===== src/rtl/priority_en.sv =====
// priority_en - registered WIDTH-input priority encoder with enable.
//
// Each rising clock edge samples the request vector and loads the index of
// the highest-priority set bit into `out`, together with a `valid` flag.
// Latency is exactly one cycle. No combinational path runs from the inputs
// to the outputs.
//
// Parameters:
//   WIDTH    - number of request inputs (2..64)
//   MSB_PRIO - 1: bit WIDTH-1 wins, 0: bit 0 wins
//   OUT_W    - derived index width, $clog2(WIDTH)
//
// Ports:
//   clk   - rising-edge clock
//   rst   - synchronous active-high reset, overrides en
//   en    - encoder enable, sampled on the clock edge
//   in    - request vector, sampled on the clock edge
//   out   - registered index of the winning request bit
//   valid - registered flag, `out` holds a real winner
//   grant - (PRIORITY_EN_ONEHOT_EN only) registered one-hot winner mask
//
// Optional feature macro: PRIORITY_EN_ONEHOT_EN adds the `grant` output.

module priority_en #(
   parameter int  WIDTH    = 8,
   parameter int  MSB_PRIO = 1,
   localparam int OUT_W    = $clog2(WIDTH)
) (
   input  logic             clk,
   input  logic             rst,
   input  logic             en,
   input  logic [WIDTH-1:0] in,
`ifdef PRIORITY_EN_ONEHOT_EN
   output logic [WIDTH-1:0] grant,
`endif
   output logic [OUT_W-1:0] out,
   output logic             valid
);

   logic [OUT_W-1:0] win_idx;
   logic             any_req;
   logic [OUT_W-1:0] out_d, out_q;
   logic             valid_d, valid_q;

   // Scan so the highest-priority set bit is the last one written; later
   // assignments override earlier ones, which keeps the logic a simple chain.
   always_comb begin
      win_idx = '0;
      if (MSB_PRIO != 0) begin
         for (int i = 0; i < WIDTH; i++) begin
            if (in[i]) win_idx = OUT_W'(i);
         end
      end else begin
         for (int i = WIDTH - 1; i >= 0; i--) begin
            if (in[i]) win_idx = OUT_W'(i);
         end
      end
   end

   // Disabled or idle cycles load zeros; there is no hold-on-idle, every
   // non-reset edge reloads from the current inputs.
   always_comb begin
      any_req = |in;
      valid_d = en && any_req;
      out_d   = valid_d ? win_idx : '0;
   end

   always_ff @(posedge clk) begin
      if (rst) begin
         out_q   <= '0;
         valid_q <= 1'b0;
      end else begin
         out_q   <= out_d;
         valid_q <= valid_d;
      end
   end

   assign out   = out_q;
   assign valid = valid_q;

`ifdef PRIORITY_EN_ONEHOT_EN
   logic [WIDTH-1:0] grant_d, grant_q;

   // One-hot mask of the winner, all zeros whenever there is no winner.
   always_comb begin
      grant_d = '0;
      if (valid_d) grant_d[out_d] = 1'b1;
   end

   always_ff @(posedge clk) begin
      if (rst) begin
         grant_q <= '0;
      end else begin
         grant_q <= grant_d;
      end
   end

   assign grant = grant_q;
`endif

endmodule


===== config.mk =====
export PLATFORM = sky130hd
export DESIGN_NAME = priority_en
export DESIGN_NICKNAME = d
export VERILOG_FILES = /design/src/rtl/priority_en.sv
export SDC_FILE = /design/constraint.sdc
export NUM_CORES = 1
export LEC_CHECK = 0
export ABC_AREA = 0
export CAP_MARGIN = 20
export CORE_AREA = 5 5 42 44
export CTS_BUF_LIST = sky130_fd_sc_hd__clkbuf_8 sky130_fd_sc_hd__clkbuf_16
export DETAILED_ROUTE_END_ITERATION = 10
export DIE_AREA = 0 0 47 49
export GPL_ROUTABILITY_DRIVEN = 0
export PLACE_DENSITY = 0.47
export SLEW_MARGIN = 20
export SYNTH_ARGS = -nofsm -noshare
export SYNTH_HDL_FRONTEND = slang
export SYNTH_SLANG_ARGS = --single-unit

===== constraint.sdc =====
create_clock -name clk -period 1.8 [get_ports clk]
set_input_delay 0.36 -clock clk [delete_from_list [all_inputs] [get_ports clk]]
set_output_delay 0.36 -clock clk [all_outputs]
set_load 0.01 [all_outputs]

==> metrics <==
met2 WL post-DR=186 um; Worst-Margin Slew=0.370 ns; register area=80.1 um2; Synth warnings=0; internal power=269 uW; CP max FO=1; setup TNS=0 ns; clock net sink count=4; max incr delay on CP=0.53 ns; Pwr per Cell Area=900 nW/um2; Net Sw Power=62.2 uW; VDD IR max=0.191 mV; number of antenna violations at the first check in global routing=0; site row count=14; RSZ-0062 raised after global routing=false; DRT Pass-1 Iters=2; setup bufs post-CTS=0; Die Area=2300 um2; compound-gate portion of the synthesized area=21.8%; cts bufs inserted=3; Synth Area in XOR/XNOR=0%; Mapped Cells=19; crit path kind=reg -> out; multi-input logic area=82.6 um2; Critical Path End Type=output port; DR WL met3=49 um; total track usage=5.29%; Syn Std Cell Area=166 um2; Lkg Pwr=0.000137 uW; Clock Path Buffers=2; Synth Area in Adders=0%; post-route ant nets=0; period utilization=77.6%; Final Slew Violations=0; max_slew headroom=75.1%; routed length on met1=168 um; Final #Nets=49; largest cells by area after synthesis=dfxtp_1 (48%), nor2_1 (9.0%), nor4_2 (7.5%); grt total ovfl=0; final WL=457 um; vias per cell=3.83; main combinational cell family by area after synthesis=simple AND/OR/NAND/NOR gates; Fin. Hold Viols=0; Logic pwr share=14.6%; Seq cells post-synth=4; cells along the critical path=clkdlybuf4s50_1; mux share of post-synthesis cell area=0%; Synth Net Count=30; Yosys top cell area share=48.1%; CP top delay family=buffers and inverters; Vias=199; top sig layer=met4; Post-CTS Hold Buffers=0; layout cells sized above 1=13.9%; CP required=1.44 ns; die height=49 um; IO Port Bufs=14; # IOs=15; max-cap violation count=0; Seq/Total Area, Yosys=48.1%; synth unique cells=11; area leader, netlist=dfxtp_1; WL/cell=8.79 um; core box area=1400 um2; mean post-synth cell area=8.76 um2; area grow syn2layout=121%; n_diodes=0; largest net degree at the start of global routing=5; H-tree Lvls=1; f_max=716 MHz; Resized Gates After CTS=0; min Tclk post-route=1.40 ns; status=complete, no violations; effective utilization at floorplan=11.9%; clock share of power=56.6%; Hold WC Path Type=in -> reg; final core occ=26.3%; Sw Ratio=18.8%; Die X=47 um; simple-gate share of the synthesized area=27.8%; Root Buffer=clkbuf_8; DRC viols=0; vias in the first global route=181; first-pass GRT wire length=724 um; worst path bufs/invs=1; sequential power share=28.8%; Crit-path slowest cell=clkdlybuf4s50_1; CP startpoint kind=register; WP data arrival=1.04 ns; Fillers=162; # setup viols final=0; clk slew on worst S/H paths=0.03 ns; initial drt markers=3; CTS tree=built
[path summary, 6_finish.rpt]
path | startpoint | end | slack [ns] | cells past startpoint
setup / recovery | valid | valid | 0.40 | 1
hold / removal | en | valid | 0.78 | 3
[synth_stat cells (all sizes together)]
cell type / n
dfxtp: 4
nor2: 4
a21oi: 3
nor4: 2
o21ai: 2
a21boi: 1
inv: 1
nand2b: 1
nor2b: 1
[cells by family after synthesis]
family,Yosys count
DFF,4
and+or+nand+nor,8
AOI/OAI and AO/OA,6
buffers and inverters,1
[metrics by stage]
step	worst slack [ns]	cells	area, um2	hold slack [ns]	total power [uW]
after floorplan	0.793	19	166	0.483	109
final	0.404	52	368	0.775	331
after CTS	0.390	52	368	0.781	338
after detailed placement	0.255	49	327	1.01	146
after global placement	0.250	49	327	1.00	146
after global routing	0.352	52	368	0.791	356
[layout make-up]
cell class / count / area share, %
Timing Repair Buffer: 14 / 38.1
Sequential cell: 4 / 21.8
Multi-Input combinational cell: 14 / 22.4
Clock buffer: 3 / 11.2
Inverter: 1 / 1.02
Tap cell: 16 / 5.44
[layer usage]
layer | vias up | global-route usage [%]
met5 | - | 0
met3 | 5 | 1.11
met1 | 78 | 4.86
met2 | 14 | 5.88
li1 | 102 | -
met4 | 0 | 11.1
[flip-flops by register name, indices dropped and copies added (netlist names)]
name / cells
out: 3
valid: 1
[cells in the final DEF (no fill, tap or decap)]
cell | synthesis | routed
a21boi_0 | 1 | 1
a21oi_1 | 2 | 2
a21oi_2 | 1 | 1
clkbuf_8 | 0 | 3
clkdlybuf4s50_1 | 0 | 14
dfxtp_1 | 4 | 4
inv_1 | 1 | 1
nand2b_1 | 1 | 1
nor2_1 | 4 | 4
nor2b_1 | 1 | 1
nor4_1 | 1 | 1
nor4_2 | 1 | 1
o21ai_0 | 2 | 2
[tightest hold or removal path, stage by stage]
cell and delay, ns:
clkdlybuf4s50_1 0.40, nand2b_1 0.13, a21oi_2 0.05
[power groups by stage]
stage / logic, uW / clock network, uW / registers (uW)
floorplan: 9.31 / 0 / 99.4
global placement: 49.4 / 0 / 96.5
detailed placement: 49.0 / 0 / 96.7
CTS: 49.3 / 193 / 95.5
global route: 52.1 / 208 / 96.3
finish: 48.5 / 187 / 95.3
(Power assumes the default switching activity.)
